--- config.mk ---
export PLATFORM = sky130hd
export DESIGN_NAME = vga_timing_gen
export DESIGN_NICKNAME = d
export VERILOG_FILES = /design/src/rtl/vga_pkg.sv /design/src/rtl/vga_pix_strobe.sv /design/src/rtl/vga_timing_gen.sv
export SDC_FILE = /design/constraint.sdc
export NUM_CORES = 1
export LEC_CHECK = 0
export ABC_AREA = 1
export CAP_MARGIN = 20
export CORE_ASPECT_RATIO = 0.7
export CORE_MARGIN = 4
export CORE_UTILIZATION = 35
export DETAILED_ROUTE_END_ITERATION = 8
export GPL_ROUTABILITY_DRIVEN = 0
export PLACE_DENSITY = 0.62
export SKIP_CTS_REPAIR_TIMING = 1
export SLEW_MARGIN = 20
export SYNTH_ARGS = -nofsm -noshare
export SYNTH_HDL_FRONTEND = slang
export SYNTH_HIERARCHICAL = 1
export SYNTH_SLANG_ARGS = --single-unit
--- constraint.sdc ---
create_clock -name clk -period 2.05 [get_ports clk]
set_clock_uncertainty 0.2 [all_clocks]
set_input_delay 0.41 -clock clk [delete_from_list [all_inputs] [get_ports clk]]
set_output_delay 0.41 -clock clk [all_outputs]
set_load 0.02 [all_outputs]
--- src/rtl/vga_pkg.sv ---
// Shared VGA 640x480@60 timing constants, coordinate type and decode helper.
package vga_pkg;

    localparam int COORD_W   = 10;

    localparam int H_VISIBLE_DEF = 640;
    localparam int H_FP_DEF      = 16;
    localparam int H_SYNC_DEF    = 96;
    localparam int H_BP_DEF      = 48;
    localparam int H_TOTAL_DEF   = H_VISIBLE_DEF + H_FP_DEF + H_SYNC_DEF + H_BP_DEF;  // 800

    localparam int V_VISIBLE_DEF = 480;
    localparam int V_FP_DEF      = 10;
    localparam int V_SYNC_DEF    = 2;
    localparam int V_BP_DEF      = 33;
    localparam int V_TOTAL_DEF   = V_VISIBLE_DEF + V_FP_DEF + V_SYNC_DEF + V_BP_DEF;  // 525

    // Sync windows are [start, end): 656..751 and 490..491.
    localparam int H_SYNC_START_DEF = H_VISIBLE_DEF + H_FP_DEF;                      // 656
    localparam int H_SYNC_END_DEF   = H_SYNC_START_DEF + H_SYNC_DEF;                 // 752
    localparam int V_SYNC_START_DEF = V_VISIBLE_DEF + V_FP_DEF;                      // 490
    localparam int V_SYNC_END_DEF   = V_SYNC_START_DEF + V_SYNC_DEF;                 // 492

    typedef logic [COORD_W-1:0] coord_t;

    // True when lo <= c < hi.
    function automatic logic in_range(coord_t c, int lo, int hi);
        return (int'(c) >= lo) && (int'(c) < hi);
    endfunction

endpackage

--- src/rtl/vga_pix_strobe.sv ---
// Pixel-rate strobe: divides clk by CLK_DIV and emits a registered one-clk pix_en.
module vga_pix_strobe #(
    parameter int CLK_DIV = 2
) (
    input  logic clk,
    input  logic reset,
    output logic pix_en
);

    localparam int DIV_W = (CLK_DIV > 1) ? $clog2(CLK_DIV) : 1;
    localparam logic [DIV_W-1:0] DIV_LAST = DIV_W'(CLK_DIV - 1);

    logic [DIV_W-1:0] div;

    // Divider counts 0..CLK_DIV-1; pix_en follows the clk where div sits at its last value.
    always_ff @(posedge clk) begin
        // NOTE: synchronous active-low reset; every state bit here is a flop, so all get a reset value.
        if (!reset) begin
            div    <= '0;
            pix_en <= 1'b0;
        end else begin
            // NOTE: non-blocking assignments so pix_en samples the old div, not the updated one.
            pix_en <= (div == DIV_LAST);
            if (div == DIV_LAST)
                div <= '0;
            else
                div <= div + DIV_W'(1);
        end
    end

endmodule

--- src/rtl/vga_timing_gen.sv ---
// VGA raster timing generator: pixel strobe, counters, and registered decode.
// Optional macro VGA_SYNC_ALIGN_EN adds one clk of delay on hSync/vSync only,
// lining them up with the renderer's registered RGB.
// H and V totals must each be <= 1024 to fit the 10-bit coordinates.
module vga_timing_gen
    import vga_pkg::*;
#(
    parameter int CLK_DIV   = 2,
    parameter int H_VISIBLE = H_VISIBLE_DEF,
    parameter int H_FP      = H_FP_DEF,
    parameter int H_SYNC    = H_SYNC_DEF,
    parameter int H_BP      = H_BP_DEF,
    parameter int V_VISIBLE = V_VISIBLE_DEF,
    parameter int V_FP      = V_FP_DEF,
    parameter int V_SYNC    = V_SYNC_DEF,
    parameter int V_BP      = V_BP_DEF
) (
    input  logic               clk,
    input  logic               reset,
    output logic               pix_en,
    output logic [COORD_W-1:0] hCount,
    output logic [COORD_W-1:0] vCount,
    output logic               bright,
    output logic               hSync,
    output logic               vSync,
    output logic               vblank,
    output logic               frame_start
);

    localparam int H_TOTAL  = H_VISIBLE + H_FP + H_SYNC + H_BP;
    localparam int V_TOTAL  = V_VISIBLE + V_FP + V_SYNC + V_BP;
    localparam int HS_START = H_VISIBLE + H_FP;
    localparam int HS_END   = HS_START + H_SYNC;
    localparam int VS_START = V_VISIBLE + V_FP;
    localparam int VS_END   = VS_START + V_SYNC;

    coord_t h_next;
    coord_t v_next;
    logic   h_sync_dec;
    logic   v_sync_dec;

    vga_pix_strobe #(.CLK_DIV(CLK_DIV)) u_strobe (
        .clk    (clk),
        .reset  (reset),
        .pix_en (pix_en)
    );

    // Next-state counter values; hold between strobes, wrap at line and frame end.
    always_comb begin
        // NOTE: defaults first so every path assigns both outputs and no latch is inferred.
        h_next = hCount;
        v_next = vCount;
        if (pix_en) begin
            if (hCount == coord_t'(H_TOTAL - 1)) begin
                h_next = '0;
                if (vCount == coord_t'(V_TOTAL - 1))
                    v_next = '0;
                else
                    v_next = vCount + coord_t'(1);
            end else begin
                h_next = hCount + coord_t'(1);
            end
        end
    end

    // Counters plus outputs decoded from next-state values, so they line up with the counters.
    always_ff @(posedge clk) begin
        if (!reset) begin
            hCount      <= '0;
            vCount      <= '0;
            bright      <= 1'b0;
            h_sync_dec  <= 1'b1;
            v_sync_dec  <= 1'b1;
            vblank      <= 1'b0;
            frame_start <= 1'b0;
        end else begin
            hCount      <= h_next;
            vCount      <= v_next;
            bright      <= in_range(h_next, 0, H_VISIBLE) && in_range(v_next, 0, V_VISIBLE);
            h_sync_dec  <= !in_range(h_next, HS_START, HS_END);
            v_sync_dec  <= !in_range(v_next, VS_START, VS_END);
            vblank      <= !in_range(v_next, 0, V_VISIBLE);
            // Only a real wrap into (0,0) pulses; reset release does not.
            frame_start <= pix_en && (h_next == '0) && (v_next == '0);
        end
    end

`ifdef VGA_SYNC_ALIGN_EN
    // Extra sync stage to match the renderer's one-clk RGB register.
    always_ff @(posedge clk) begin
        if (!reset) begin
            hSync <= 1'b1;
            vSync <= 1'b1;
        end else begin
            hSync <= h_sync_dec;
            vSync <= v_sync_dec;
        end
    end
`else
    assign hSync = h_sync_dec;
    assign vSync = v_sync_dec;
`endif

endmodule

==> reports/summary.txt <==
Vias in the first global route: 1534
VDD IR-drop max: 0.4038 mV
Util after Layout: 47.70%
Clock Tree Buf Depth: 2
Max_slew headroom: 78.21%
Pwr/cell area: 441.0 nW/µm²
Warning count from the yosys run: 6
Lkg Pwr: 1.057 nW
Layout cells sized above 1: 20.54%
Hold Vio Cnt, Final: 0
Overall global routing resource usage: 14.98%
Syn avg cell area: 6.381 µm²
Worst R2R Start: vCount[0]
Max-capacitance violation count: 0
Global-route wire length before repair: 7.210 mm
Post-route cell area: 2125 µm²
Die H: 65.61 µm
Synth area leader: dfxtp_1
Critical path class: register to primary output
Place WS: 0.1127 ns
Cell count after synthesis: 260
Via count: 1635
Num rows: 20
Nets: 303
Drt initial violations: 163
Sequential area share after synthesis: 32.58%
PnR worst setup slack: 0.06419 ns
Hold Crit Start: u_strobe/div
F_max: 503.6 MHz
Fillers: 480
Syn nets: 265
Status: complete, no violations
Commonest non-fill, non-tap cell in the layout: nand2_1
RSZ-0062 raised after global routing: true
Core Region: 4454 µm²
Min Hold Slack: 0.2282 ns
Synth cell types: 26
Post-synth top area share: 32.58%
Worst min path class: register to register
Antenna diodes: 0
Synthesized area: 1659 µm²
Number of synthesized register bits: 27
CTS root buf: clkbuf_8
Placed cell area: 2047 µm²
Arrival @ worst endpoint: 1.38 ns
Layout area overhead: 28.05%
Antenna viol nets, final: 0
Die X: 90.29 µm
Drt first pass iters: 4
Critical Path RT: 1.44 ns
Wire per inst: 12.03 µm
Initial Utilization: 37.25%
Post-DP HPWL: 3.337 mm
Die area: 5923 µm²
Critical path launch point: hCount[3]
Vias/cell: 4.645
Slew Viols, Final: 0
Top cells by area, synth: dfxtp_1 33%, nand2_1 18%, nor2_1 10%
CTS tree: built
GRT Residual Overflow: 0
CTS sink cnt: 27
CTS H-Tree Depth: 1
DRC: 0
Initial antenna violation count: 0
Tcrit/Tclk final: 96.87%
DRT Wirelength: 4.236 mm
Commonest cells after routing, fill and taps aside: 79 x nand2_1, 44 x nor2_1, 28 x inv_1, 25 x clkdlybuf4s50_1, 21 x dfxtp_1
Startpoint types: register
Crit end category: primary output
Clk pin slew, worst setup/hold paths: 0.11 ns
Fin crit period: 1.986 ns
Worst slew pin tran: 0.3234 ns
Largest net degree at the start of global routing: 20
IO buf count: 27
Top Ports: 28
Worst-path fanout max: 4
CTS Buf Count: 3
Clock latency on the worst-skew pair: 0.28 ns
Finish-stage setup viols: 0
==> layout make-up <==
cell class / instances / area (µm²) / share of cell area, %
Clock inverter: 1 / 8.758 / 0.4122
Sequential cell: 27 / 548.0 / 25.80
Clock buffer: 3 / 41.29 / 1.943
Tap cell: 55 / 68.82 / 3.239
Timing Repair Buffer: 37 / 350.3 / 16.49
Inverter: 37 / 138.9 / 6.537
Multi-Input combinational cell: 192 / 968.4 / 45.58
==> final timing paths <==
check	to	slack [ns]	depth (start not counted)
min reg2reg	u_strobe/div	0.23	1
max	hCount[3]	0.06	2
max reg2reg	frame_start	0.15	12
min	u_strobe/div	0.23	1
==> cells in the mapped netlist, drive strengths merged <==
cell,number
inv,36
a21oi,3
ha,3
xor2,2
nor3,4
nand4,5
clkinv,1
o21ai,4
dfxtp,27
clkbuf,1
nand3,24
nand2,89
nor2,56
nand3b,2
buf,3
==> logic make-up after synthesis <==
| group | Yosys count | synth area share [%] |
|---|---|---|
| xor+xnor | 2 | 1.056 |
| compound gates | 7 | 2.338 |
| simple gates | 180 | 51.81 |
| buf+inv | 41 | 9.954 |
| flops | 27 | 32.58 |
| fa+ha+maj | 3 | 2.263 |
==> critical path: stages (launching register included) <==
cell             delay, ns
dfxtp_1               0.36
buf_4                 0.14
clkdlybuf4s50_1       0.60
==> per-layer routing <==
layer / vias up / global-route usage [%] / wire length, µm
met5: - / 0 / 0
met4: 0 / 1.336 / 12
met3: 2 / 4.119 / 276
met2: 41 / 22.51 / 1679
met1: 719 / 22.01 / 2267
li1: 873 / - / -
==> power by group <==
group	leakage (nW)	switching, mW	internal, mW
logic	0.810	0.0426	0.0304
clock network	0.0261	0.180	0.143
registers	0.222	0.00823	0.533
total	1.06	0.231	0.706
==> stage by stage <==
stage	cells	TNS, ns	power [mW]
after floorplan	260	0	0.5941
after global placement	348	0	0.6262
after detailed placement	348	0	0.6260
after CTS	352	-0.1057	0.9525
after global routing	352	-0.001088	0.9832
final	352	0	0.9368
==> registers in the layout, indices dropped and copies added (netlist names) <==
signal / count
u_strobe/div: 1
hCount: 10
frame_start: 1
vCount: 10
u_strobe/pix_en: 1
vblank: 1
bright: 1
hSync: 1
vSync: 1
Power figures use the tool's default switching activity.
